===== config.mk =====
export PLATFORM = sky130hd
export DESIGN_NAME = v_issue_queue
export DESIGN_NICKNAME = d
export VERILOG_FILES = /design/src/rtl/v_pkg.sv /design/src/rtl/v_issue_queue.sv
export SDC_FILE = /design/constraint.sdc
export NUM_CORES = 1
export LEC_CHECK = 0
export ABC_AREA = 1
export CAP_MARGIN = 20
export CORE_MARGIN = 2
export CORE_UTILIZATION = 55
export CTS_CLUSTER_DIAMETER = 50
export DETAILED_ROUTE_END_ITERATION = 8
export GPL_TIMING_DRIVEN = 0
export PLACE_DENSITY = 0.8
export SETUP_SLACK_MARGIN = 0.2
export SLEW_MARGIN = 0
export SYNTH_ARGS = -nofsm -noshare
export SYNTH_HDL_FRONTEND = slang
export SYNTH_SLANG_ARGS = --single-unit

===== constraint.sdc =====
create_clock -name clk -period 8.55 [get_ports clk]
set_clock_uncertainty 0.05 [all_clocks]
set_input_delay 1.71 -clock clk [delete_from_list [all_inputs] [get_ports clk]]
set_output_delay 1.71 -clock clk [all_outputs]
set_load 0.005 [all_outputs]

===== src/rtl/v_pkg.sv =====
// Shared vector-unit definitions: RVV major opcodes, vset* funct3, and the
// issue-queue entry/state types.
package v_pkg;

    localparam logic [6:0] OPC_RTYPE = 7'b1010111;  // OP-V (arith + vset*)
    localparam logic [6:0] OPC_LTYPE = 7'b0000111;  // LOAD-FP (vector loads)
    localparam logic [6:0] OPC_STYPE = 7'b0100111;  // STORE-FP (vector stores)
    localparam logic [2:0] OP_SET    = 3'b111;      // funct3 of vsetvl/vsetvli/vsetivli

    typedef struct packed {
        logic [31:0] instr;
        logic [31:0] rs1_val;
        logic [31:0] rs2_val;
    } v_iq_entry_t;

    typedef enum logic {
        IDLE     = 1'b0,
        CFG_WAIT = 1'b1
    } v_iq_state_t;

    // True for the three opcodes the vector decoder understands.
    function automatic logic is_vec_opcode(input logic [6:0] opc);
        logic res;
        case (opc)
            OPC_RTYPE: res = 1'b1;
            OPC_LTYPE: res = 1'b1;
            OPC_STYPE: res = 1'b1;
            default:   res = 1'b0;
        endcase
        return res;
    endfunction

    // True for a vset* configuration instruction.
    function automatic logic is_vcfg(input logic [6:0] opc, input logic [2:0] funct3);
        return (opc == OPC_RTYPE) && (funct3 == OP_SET);
    endfunction

endpackage


===== src/rtl/v_issue_queue.sv =====
// Issue queue between the scalar core's coprocessor port and the vector
// decoder. Circular buffer of {instr, x[rs1], x[rs2]} with a small FSM that
// holds dispatch after a vset* until the config unit reports completion.
module v_issue_queue
    import v_pkg::*;
#(
    parameter int DEPTH = 4,
    parameter int AW    = $clog2(DEPTH)
) (
    input  logic          clk,
    input  logic          nrst,
    input  logic          flush,
    input  logic          in_valid,
    output logic          in_ready,
    input  logic [31:0]   in_instr,
    input  logic [31:0]   in_rs1_val,
    input  logic [31:0]   in_rs2_val,
    output logic          out_valid,
    input  logic          out_ready,
    output logic [31:0]   out_instr,
    output logic [31:0]   out_rs1_val,
    output logic [31:0]   out_rs2_val,
    input  logic          vcfg_done,
    output logic          cfg_wait,
    output logic          illegal_instr,
    output logic [AW:0]   count
);

    localparam logic [AW:0]   FULL_CNT = (AW+1)'(DEPTH);
    localparam logic [AW:0]   CNT_ONE  = (AW+1)'(1);
    localparam logic [AW-1:0] PTR_ONE  = AW'(1);

    v_iq_entry_t mem_q [DEPTH];
    v_iq_entry_t head_s;

    logic [AW-1:0] wr_ptr_q, wr_ptr_d;
    logic [AW-1:0] rd_ptr_q, rd_ptr_d;
    logic [AW:0]   count_q, count_d;
    v_iq_state_t   state_q, state_d;
    logic          illegal_q, illegal_d;

    logic push_hs_s;   // handshake completes on the input side
    logic is_vec_s;    // offered word is a vector instruction
    logic push_s;      // entry is actually written
    logic pop_s;       // head entry leaves the queue
    logic head_cfg_s;  // head entry is a vset*

    assign head_s      = mem_q[rd_ptr_q];
    assign in_ready    = (count_q != FULL_CNT);
    assign out_valid   = (count_q != '0) && (state_q == IDLE);
    assign out_instr   = head_s.instr;
    assign out_rs1_val = head_s.rs1_val;
    assign out_rs2_val = head_s.rs2_val;
    assign cfg_wait    = (state_q == CFG_WAIT);
    assign illegal_instr = illegal_q;
    assign count       = count_q;

    assign push_hs_s  = in_valid && in_ready;
    assign is_vec_s   = is_vec_opcode(in_instr[6:0]);
    assign push_s     = push_hs_s && is_vec_s && !flush;
    assign pop_s      = out_valid && out_ready && !flush;
    assign head_cfg_s = is_vcfg(head_s.instr[6:0], head_s.instr[14:12]);

    // Next-state for pointers, occupancy, dispatch FSM and the drop flag.
    always_comb begin
        wr_ptr_d  = wr_ptr_q;
        rd_ptr_d  = rd_ptr_q;
        count_d   = count_q;
        state_d   = state_q;
        illegal_d = 1'b0;
        if (flush) begin
            wr_ptr_d = '0;
            rd_ptr_d = '0;
            count_d  = '0;
            state_d  = IDLE;
        end else begin
            illegal_d = push_hs_s && !is_vec_s;
            if (push_s) begin
                wr_ptr_d = wr_ptr_q + PTR_ONE;
            end else begin
                wr_ptr_d = wr_ptr_q;
            end
            if (pop_s) begin
                rd_ptr_d = rd_ptr_q + PTR_ONE;
            end else begin
                rd_ptr_d = rd_ptr_q;
            end
            case ({push_s, pop_s})
                2'b10:   count_d = count_q + CNT_ONE;
                2'b01:   count_d = count_q - CNT_ONE;
                default: count_d = count_q;
            endcase
            case (state_q)
                IDLE: begin
                    if (pop_s && head_cfg_s) begin
                        state_d = CFG_WAIT;
                    end else begin
                        state_d = IDLE;
                    end
                end
                CFG_WAIT: begin
                    if (vcfg_done) begin
                        state_d = IDLE;
                    end else begin
                        state_d = CFG_WAIT;
                    end
                end
                default: state_d = IDLE;
            endcase
        end
    end

    // Control state registers; reset acts as a flush and clears the drop flag.
    always_ff @(posedge clk) begin
        if (!nrst) begin
            wr_ptr_q  <= '0;
            rd_ptr_q  <= '0;
            count_q   <= '0;
            state_q   <= IDLE;
            illegal_q <= 1'b0;
        end else begin
            wr_ptr_q  <= wr_ptr_d;
            rd_ptr_q  <= rd_ptr_d;
            count_q   <= count_d;
            state_q   <= state_d;
            illegal_q <= illegal_d;
        end
    end

    // Entry storage; contents are only meaningful below count, so no reset.
    always_ff @(posedge clk) begin
        if (push_s) begin
            mem_q[wr_ptr_q] <= '{instr: in_instr, rs1_val: in_rs1_val, rs2_val: in_rs2_val};
        end
    end

endmodule


==> out/results.ini <==
[outcome]
run_status = complete, no violations

[yosys]
synth_warnings = 0
synth_top_cell_area_share_pct = 76.9
ys.flop_type = edfxtp_1
synth-edff-count = 384
async_reset_ff_share_pct = 0
yosys-top-cells-area = edfxtp_1 77%, o21ai_0 5.5%, nor2_1 4.7%
synth_nets = 1176
synth_cell_types = 24
synthCells = 1068
syn_area_um2 = 15000
synth_common_cells = 384 x edfxtp_1, 187 x nor2_1, 166 x o21ai_0
synth.most_common_cell = edfxtp_1
ys_seq_elements = 395
yosysTopAreaCell = edfxtp_1
synth.avg_cell_area_um2 = 14.0
synth_seq_area_share_pct = 78.3

[worst_setup_path]
crit_path_end_kind = output pin
required_ps = 6790
crit_end = out_rs2_val[0]
path_class = flop to output pin
ff2ff_setup_slack_ps = 5930
crit_fanout = 10
reg2reg_from = count[1]
r2r_end = mem_q[0][22]
critPathArrivalTime_ps = 2870
crit_path_start_kind = flop
rr_worst_depth = 8

[clock_network]
path_clk_slew_ps = 60
numCtsBuffers = 41
cts_setup_buffers = 0
cts.htree.levels = 2
root_buffer = clkbuf_16
cts_hold_buf = 0
cts_tree = done
clock_latency_ps = 510
cts_max_path_buffers = 3
post_cts_resized = 0
clock_sinks = 395

[grt]
grt_pass1_vias = 9740
globalRoute.totalOverflow = 0
grt_first_pass_wirelength_um = 52400
grt_max_degree = 31
track_usage_pct = 24.0
antenna_found_initial = 3

[power]
vdd_ir_drop_max_v = 0.000176
comb_power_share_pct = 2.1
clkPwrFrac_pct = 43.3
cellPowerDensity_nw_per_um2 = 204
seqPwrFrac_pct = 54.7
p_leak_nw = 6.50
p_sw_share_pct = 18.8
p_sw_mw = 0.732
intPower_mw = 3.15

[sta]
fmax_ghz = 0.216
fin_crit_ps = 4630
hold_violations = 0
relSlewSlack_pct = 38.0
worst_hold_slack_ps = 421
slew_violations = 0
worst_pin_slew_ps = 927
worst_slack_ps = 3920
fin_crit_sh_pct = 54.1
setup_viol = 0
rsz0062_at_grt = false

[detailed_routing]
ant_nets = 0
first_pass_iters = 5
detail_route.iter0.violations = 1001
routedWlPerCell_um = 20.4
vias_per_cell = 5.75
vias = 9783
drc = 0
wl_um = 34700

[floorplan]
std_cell_rows = 60
core-area_um2 = 26900
die_area_um2 = 28600
initial_core_util_pct = 55.8
die_w_um = 169
die_h_um = 169
io_pins = 205

[place]
pre_cts_ws_ps = 3770
dp_hpwl_um = 21400
dpl-instance-area_um2 = 17700
place_congestion = 0.743
io_buffers = 204

[cells_and_area]
nets = 1435
drive_above_1_share_pct = 9.06
fin_util_pct = 70.8
area_delta_synth_final_pct = 26.9
stdcell_area_um2 = 19000

[job]
maxCapViolCount = 0

[min_path]
worstHoldPathType = flop to flop

[flip-flops by register name (all words and copies together), names as in the netlist, named ones only]
name and flops:
cfg_wait 1, count 3, mem_q 384, illegal_instr 1, wr_ptr_q 2, rd_ptr_q 2
[worst max-delay path, cell delays in order (launching register included)]
cell	delay, ps
dfxtp_1	410
inv_2	100
buf_6	140
buf_4	260
clkbuf_1	450
o21ai_0	220
o22ai_1	230
clkdlybuf4s50_1	540
[cell type report]
type	instances	area, um^2
Sequential cell	395	11800
Fill cell	1718	7850
Multi-Input combinational cell	558	2710
Timing Repair Buffer	216	2290
Clock buffer	47	1060
Tap cell	341	427
Buffer	63	377
Clock inverter	26	218
Inverter	52	195
Antenna cell	2	5.00
[layer usage]
layer  wire (um)  GRT usage [%]
met1       13500           32.1
met2       17000           39.3
met3        2930           4.85
met4        1260           9.66
met5          24              0
[stage by stage]
stage,cells,power (mW),TNS (ps)
after global placement,1613,2.24,-786960
after CTS,1698,3.91,0
after detailed placement,1625,2.24,0
after floorplan,1068,2.17,0
after global routing,1699,3.99,0
final,1700,3.88,0
[worst min-delay path by stage]
stage / start / endpoint / slack [ps] / depth (start not counted)
3_5_place_dp: rd_ptr_q[1] / flop / 410 / 2
3_3_place_gp: rd_ptr_q[1] / flop / 390 / 2
2_1_floorplan: rd_ptr_q[1] / flop / 390 / 2
4_1_cts: rd_ptr_q[1] / rd_ptr_q[1] / 420 / 2
5_1_grt: rd_ptr_q[1] / rd_ptr_q[1] / 450 / 2
6_report: rd_ptr_q[1] / rd_ptr_q[1] / 420 / 2
[cells by family after synthesis]
kind of cell             Yosys count  share of synthesized area, %
AO/OA/AOI/OAI                    275                          9.92
flip-flops                       395                          78.3
adder cells (fa/ha/maj)            6                         0.551
AND/OR/NAND/NOR                  277                          7.37
buffers and inverters            115                          3.81
[cell usage in the layout (no fill, tap or decap), types with 3 or more instances in the layout]
| cell type | n |
|---|---|
| edfxtp_1 | 384 |
| clkdlybuf4s50_1 | 204 |
| nor2_1 | 183 |
| o21ai_0 | 166 |
| o22ai_1 | 86 |
| nand2_1 | 56 |
| inv_1 | 50 |
| clkbuf_16 | 41 |
| clkbuf_1 | 37 |
| nand3_1 | 20 |
| buf_2 | 13 |
| o21ai_1 | 13 |
| buf_6 | 11 |
| dfxtp_1 | 11 |
| buf_12 | 11 |
| clkinv_2 | 10 |
| a21oi_1 | 9 |
| nand2_2 | 8 |
| clkinv_1 | 7 |
| buf_4 | 5 |
| ha_1 | 5 |
| nor2_4 | 4 |
| bufinv_16 | 3 |
| clkinvlp_4 | 3 |
[power by group through the flow]
| stage | Sequential, mW | Clock (mW) | Combinational (mW) |
|---|---|---|---|
| after detailed placement | 2.17 | 0 | 0.0787 |
| after global placement | 2.17 | 0 | 0.0754 |
| after CTS | 2.12 | 1.70 | 0.0791 |
| after global routing | 2.12 | 1.78 | 0.0850 |
| after floorplan | 2.17 | 0 | 0.00631 |
| final | 2.12 | 1.68 | 0.0797 |
Note: power is estimated with default switching activity, not from simulation.
